==> config.mk <==
export PLATFORM = sky130hd
export DESIGN_NAME = bram_frame_buffer_ctrl
export DESIGN_NICKNAME = d
export VERILOG_FILES = /design/src/rtl/bram_frame_pkg.sv /design/src/rtl/bram_frame_buffer_ctrl.sv
export SDC_FILE = /design/constraint.sdc
export NUM_CORES = 1
export LEC_CHECK = 0
export BUFFER_PORTS_ARGS = -buffer_cell sky130_fd_sc_hd__clkbuf_2
export CORE_MARGIN = 2
export CORE_UTILIZATION = 40
export CTS_BUF_LIST = sky130_fd_sc_hd__clkbuf_16
export CTS_CLUSTER_SIZE = 14
export DETAILED_ROUTE_END_ITERATION = 8
export GPL_TIMING_DRIVEN = 0
export PLACE_DENSITY = 0.73
export SYNTH_ARGS = -nofsm -noshare
export SYNTH_HDL_FRONTEND = slang
export SYNTH_SLANG_ARGS = --single-unit
==> constraint.sdc <==
create_clock -name clk_i -period 2.8 [get_ports clk_i]
set_input_delay 0.14 -clock clk_i [delete_from_list [all_inputs] [get_ports clk_i]]
set_output_delay 0.14 -clock clk_i [all_outputs]
set_load 0.05 [all_outputs]
==> src/rtl/bram_frame_pkg.sv <==
// bram_frame_pkg: shared state encoding for the frame buffer controller
package bram_frame_pkg;
   typedef enum logic {FILL, DRAIN} state_t;
endpackage

==> src/rtl/bram_frame_buffer_ctrl.sv <==
// bram_frame_buffer_ctrl: store-and-forward of one stream frame through an external single-port BRAM
module bram_frame_buffer_ctrl
   import bram_frame_pkg::*;
#(
   parameter int DATA_WIDTH = 8,
   parameter int ADDR_BITS  = 10
) (
   input  logic                  clk_i,
   input  logic                  rst_i,
   input  logic                  s_valid_i,
   output logic                  s_ready_o,
   input  logic [DATA_WIDTH-1:0] s_data_i,
   input  logic                  s_last_i,
   output logic                  m_valid_o,
   input  logic                  m_ready_i,
   output logic [DATA_WIDTH-1:0] m_data_o,
   output logic                  m_last_o,
   output logic                  ram_en_o,
   output logic                  ram_we_o,
   output logic [ADDR_BITS-1:0]  ram_addr_o,
   output logic [DATA_WIDTH-1:0] ram_data_o,
   input  logic [DATA_WIDTH-1:0] ram_data_i,
   output logic [ADDR_BITS:0]    frame_len_o,
   output logic                  trunc_o
);
   localparam logic [ADDR_BITS:0] LAST_ADDR = {1'b0, {ADDR_BITS{1'b1}}};
   state_t state;
   logic [ADDR_BITS:0] wr_ptr, rd_ptr;
   logic accept, issue, fill_end;
   always_comb begin
      accept     = (state == FILL) & s_valid_i & !rst_i;
      issue      = (state == DRAIN) & (rd_ptr < frame_len_o) & (!m_valid_o | m_ready_i);
      fill_end   = accept & (s_last_i | (wr_ptr == LAST_ADDR));
      ram_en_o   = accept | issue;
      ram_we_o   = accept;
      ram_addr_o = accept ? wr_ptr[ADDR_BITS-1:0] : issue ? rd_ptr[ADDR_BITS-1:0] : '0;
   end
   assign s_ready_o  = state == FILL;
   assign ram_data_o = s_data_i;
   // the no-change RAM holds its output while ram_en_o=0, so stalled beats stay stable
   assign m_data_o   = ram_data_i;
   always_ff @(posedge clk_i) begin
      if (rst_i) begin
         state       <= FILL;
         wr_ptr      <= '0;
         rd_ptr      <= '0;
         frame_len_o <= '0;
         trunc_o     <= 1'b0;
         m_valid_o   <= 1'b0;
         m_last_o    <= 1'b0;
      end else if (state == FILL) begin
         if (accept) wr_ptr <= wr_ptr + 1'b1;
         if (fill_end) begin
            state       <= DRAIN;
            frame_len_o <= wr_ptr + 1'b1;
            wr_ptr      <= '0;
            rd_ptr      <= '0;
            trunc_o     <= trunc_o | !s_last_i;
         end
      end else begin
         if (issue) rd_ptr <= rd_ptr + 1'b1;
         // a stalled beat keeps its valid/last until the sink takes it
         if (issue | m_ready_i) begin
            m_valid_o <= issue;
            m_last_o  <= issue & (rd_ptr == frame_len_o - 1'b1);
         end
         if (m_valid_o & m_ready_i & m_last_o) state <= FILL;
      end
   end
endmodule
Word-level counts from Yosys, hierarchy flattened
Index checks and enable logic that the tools add are counted.

Output and inout bits: 43. Register bits: 37. Input bits: 21. Word-level logic and storage cells: 47.

Mux-type cells: 10. Eq/ne operators: 3. Reduce and logical (&&, ||, !) cells: 9. Bitwise operators: 14. $lt $le $gt $ge: 1. $add $sub $neg: 3.

Operators with widths (count): two-way mux 11 bit (5); adder 11 x 1 -> 11 bit (second input constant) (2); two-way mux 10 bit (2); == test 11 x 10 -> 1 bit (second input constant) (1); == test 11 bit (1); < comparator 11 bit (1); subtractor 11 x 1 -> 11 bit (second input constant) (1); bitwise AND 1 bit (8); AND reduction 2 bit (4); OR 1 bit (5); nonzero test 2 bit (2); zero test 1 bit (3); two-way mux 1 bit (3); != test 2 x 1 -> 1 bit (second input constant) (1); inverter 1 bit (1).

Longest topological paths before layout
Word-level depth: 6. Gate-level depth with buffers: 10. Depth with buffers taken out: 8.

Least setup slack after synthesis
No wires, ideal clock.

Kind: register to output. From: register frame_len_o[4]. To: output port ram_addr_o[0]. Arrival: 3222 ps. Setup slack: -562 ps. Stages on the path, launching flop included: 9. Data required time: 2660 ps. Cells stage by stage: dfxtp_1 inv_1 ha_1 a211oi_1 nor2_1 o31ai_1 clkbuf_1 nand2_1 o21ai_0.

Word-level cells in the longest chain between the ends: 5.

RTL lines: start: declaration (RTL line bram_frame_buffer_ctrl.sv:23) `output logic [ADDR_BITS:0] frame_len_o,`; start signal: assignment (RTL line bram_frame_buffer_ctrl.sv:55) `frame_len_o <= wr_ptr + 1'b1;`; < comparator 11 bit (RTL line bram_frame_buffer_ctrl.sv:32) `issue = (state == DRAIN) & (rd_ptr < frame_len_o) & (!m_valid_o | m_ready_i);`; bitwise AND 1 bit (2 in a row) (RTL line bram_frame_buffer_ctrl.sv:32); two-way mux 10 bit (2 in a row) (RTL line bram_frame_buffer_ctrl.sv:36) `ram_addr_o = accept ? wr_ptr[ADDR_BITS-1:0] : issue ? rd_ptr[ADDR_BITS-1:0] : '0;`; end: declaration (RTL line bram_frame_buffer_ctrl.sv:20) `output logic [ADDR_BITS-1:0] ram_addr_o,`.

No other way between the ends.

Final worst setup path
From: register frame_len_o[6]. To: output port ram_addr_o[0].

Same word-level chain as after synthesis.

==> metrics.md <==
| Metric | Value |
|---|---|
| ANT cells | 0 |
| Final ANT Viol Nets | 0 |
| Pwr/cell area | 467 nW/µm² |
| Die ar. | 7010 µm² |
| Number of DRC markers in iteration 0 | 160 |
| CTS sink cnt | 37 |
| CP endpoint kind | output port |
| Drt first pass iters | 4 |
| Post-synthesis mux area share | 0.394% |
| RSZ-0062 raised after global routing | no |
| Clock Path Buffers | 2 |
| Ys async rst share | 0% |
| Total CTS buffers | 5 |
| Overall routing resource usage | 19.7% |
| # hold bufs at CTS | 0 |
| Status | finished clean |
| Worst Hold End | state |
| Worst Reg-to-Reg Cells | 8 |
| Worst slack, placed | 0.0333 ns |
| CTS tree | done |
| Post-Syn Instances | 313 |
| Ratio of final minimum period to clock period | 93.7% |
| Crit start category | flop |
| Max-cap viol count | 0 |
| Post-CTS Setup Bufs | 0 |
| EDFF count, synth | 0 |
| Largest net degree at the start of global routing | 12 |
| Post-Syn Nets | 348 |
| Setup slack, reg-to-reg | 0.56 ns |
| Most frequent cells in the layout | 37 x nor2_1, 36 x clkbuf_2, 34 x dfxtp_1 |
| Syn Area/Cell | 8.13 µm² |
| Layout area overhead | 19.7% |
| Skew final | 0.00325 ns |
| Final-report hold violation count | 0 |
| Slew @ Worst Pin | 0.532 ns |
| Vias in the first global route | 2,230 |
| Post-synthesis compound-gate area fraction | 16.2% |
| HPWL Detailed | 5.03 mm |
| Clock transition at the registers of the reported paths | 0.06 ns |
| Post-synthesis adder-cell area fraction | 6.89% |
| Gp weighted congestion | 0.877 |
| Worst endpoint required time | 2.66 ns |
| Slew Limit Headroom | 64.4% |
| Worst reg2reg startpoint | frame_len_o[6] |
| CTS Root Cell | clkbuf_16 |
| Fill count | 631 |
| Grt ovf | 0 |
| Critical path type | flop to output port |
| Critical path arrival | 2.48 ns |
| First-pass GRT wire length | 11.0 mm |
| Num ports | 64 |
| DIE WIDTH | 83.7 µm |
| Via/cell ratio | 5.32 |
| Residual DRC | 0 |
| Slew Limit Fails | 0 |
| Initial Util | 40.8% |
| Later-pin clock latency in the skew report | 0.28 ns |
| PortBufs | 46 |
| Leak | 0.00129 µW |
| Synth Register Bits | 37 |
| Rows | 29 |
| Detailed Route WL | 6.62 mm |
| Routed vias | 2,350 |
| Worst hold path depth | 4 |
| Max Clock Freq | 0.381 GHz |
| Ys Warns | 0 |
| Layout cells sized above 1 | 24.9% |
| Setup slack after layout | 0.176 ns |
| Most used DFF post-synth | dfxtp_1 |
| Min Tclk post-route | 2.62 ns |
| Die height | 83.7 µm |
| Final TNS setup | 0 ns |
| Setup Viol. Count Final | 0 |
| Hold_sp | m_ready_i |
| Most common cell after layout, fill and taps aside | nor2_1 |
| Nets | 400 |
| Synth Area in Simple Gates | 22.1% |
| Cell Area, Synth | 2540 µm² |
| WL per Instance | 15.0 µm |
| Peak supply drop | 0.000344 V |
| Core Area | 6240 µm² |
| Initial antenna violation count | 0 |
| XOR/XNOR share of the synthesized area | 14.1% |
| Combinational family with the most area after synthesis | simple AND/OR/NAND/NOR gates |
| Netlist cell types | 48 |
| Max H-tree Level | 2 |
| Crit path max fanout | 10 |
| Hold Crit Class | primary input to flop |
| Post-synthesis sequential area ratio | 29.1% |
| Reg2Reg Capture Point | rd_ptr[7] |
## metrics by stage
step	hold WS (ns)	total power [µW]	util, %	std cells	cell area (µm²)
2_1_floorplan	0.330	828	-	313	2550
3_3_place_gp	0.457	890	46.1	436	2870
3_5_place_dp	0.471	895	46.1	436	2870
4_1_cts	0.202	1430	48.4	443	3020
5_1_grt	0.227	1480	48.8	442	3050
6_report	0.203	1420	48.8	442	3050
## logic make-up after synthesis
| logic type | Yosys count |
|---|---|
| xor gates and xnor gates | 41 |
| and+or+nand+nor | 110 |
| adders and majority gates | 14 |
| buffers and inverters | 51 |
| muxes | 1 |
| AOI/OAI and AO/OA | 59 |
| DFF | 37 |
## synthesized netlist by cell type, drive strengths merged (2+ instances only)
cell     n  area share [%]
nand4   10             2.5
or3      4            0.98
xor2    24             8.3
inv     18             2.7
nor3     7             1.6
o21a     2            0.59
nand3    9             1.8
a31oi    2            0.49
a21oi   13             2.6
clkbuf  10             1.9
xnor2   17             5.9
and2     5             1.2
buf     23             6.6
o21ai   11             2.3
ha      14             6.9
and3     6             1.5
nor4     4             1.6
o31ai    2            0.59
dfxtp   37              29
a211oi  11             3.2
or4      2            0.74
nand2   19             2.8
nor2    38             5.7
a22o     9             3.1
## repair_timing
action	in CTS	in global routing
gates resized for setup	6	24
hold endpoints to repair	0	0
setup endpoints to repair	11	11
## worst max-delay path by stage
stage | to | from | cells after the start
floorplan | ram_addr_o[0] | frame_len_o[4] | 8
global placement | ram_addr_o[8] | frame_len_o[4] | 9
detailed placement | ram_addr_o[0] | frame_len_o[4] | 9
CTS | ram_addr_o[0] | frame_len_o[8] | 9
global route | ram_addr_o[2] | frame_len_o[8] | 9
finish | ram_addr_o[0] | frame_len_o[6] | 9
## flip-flops by register name, summed over array words and instances (netlist names)
name and cells:
frame_len_o 11, m_last_o 1, m_valid_o 1, rd_ptr 11, state 1, trunc_o 1
wr_ptr 11
## layout make-up
type,instances,area [µm²],share of cell area [%]
Multi-Input combinational cell,225,1530,50.2
Sequential cell,37,747,24.5
Timing Repair Buffer,46,250,8.22
Buffer,32,219,7.19
Clock buffer,5,125,4.11
Tap cell,77,96.3,3.16
Inverter,18,67.6,2.22
Clock inverter,2,11.3,0.370
## critical path: stages (launching register included)
cell and delay (ns):
dfxtp_1 0.49, inv_1 0.12, ha_1 0.32, o21ai_0 0.09
nor2_1 0.09, o31ai_2 0.30, clkbuf_4 0.27, nand2_1 0.12
o21ai_2 0.14, buf_2 0.27
## per-layer routing
layer	vias to the layer above	track usage, %	share of wire (%)
li1	1179	-	-
met1	1081	27.0	45
met2	80	30.6	47
met3	10	3.56	5.9
met4	0	7.92	1.9
met5	-	0	0
## power by group
group	internal, µW	leakage (µW)	switching [µW]
clock	321	0.0000633	211
sequential	540	0.000301	19.1
combinational	112	0.000929	218
total	973	0.00129	448
Power figures use the tool's default switching activity.
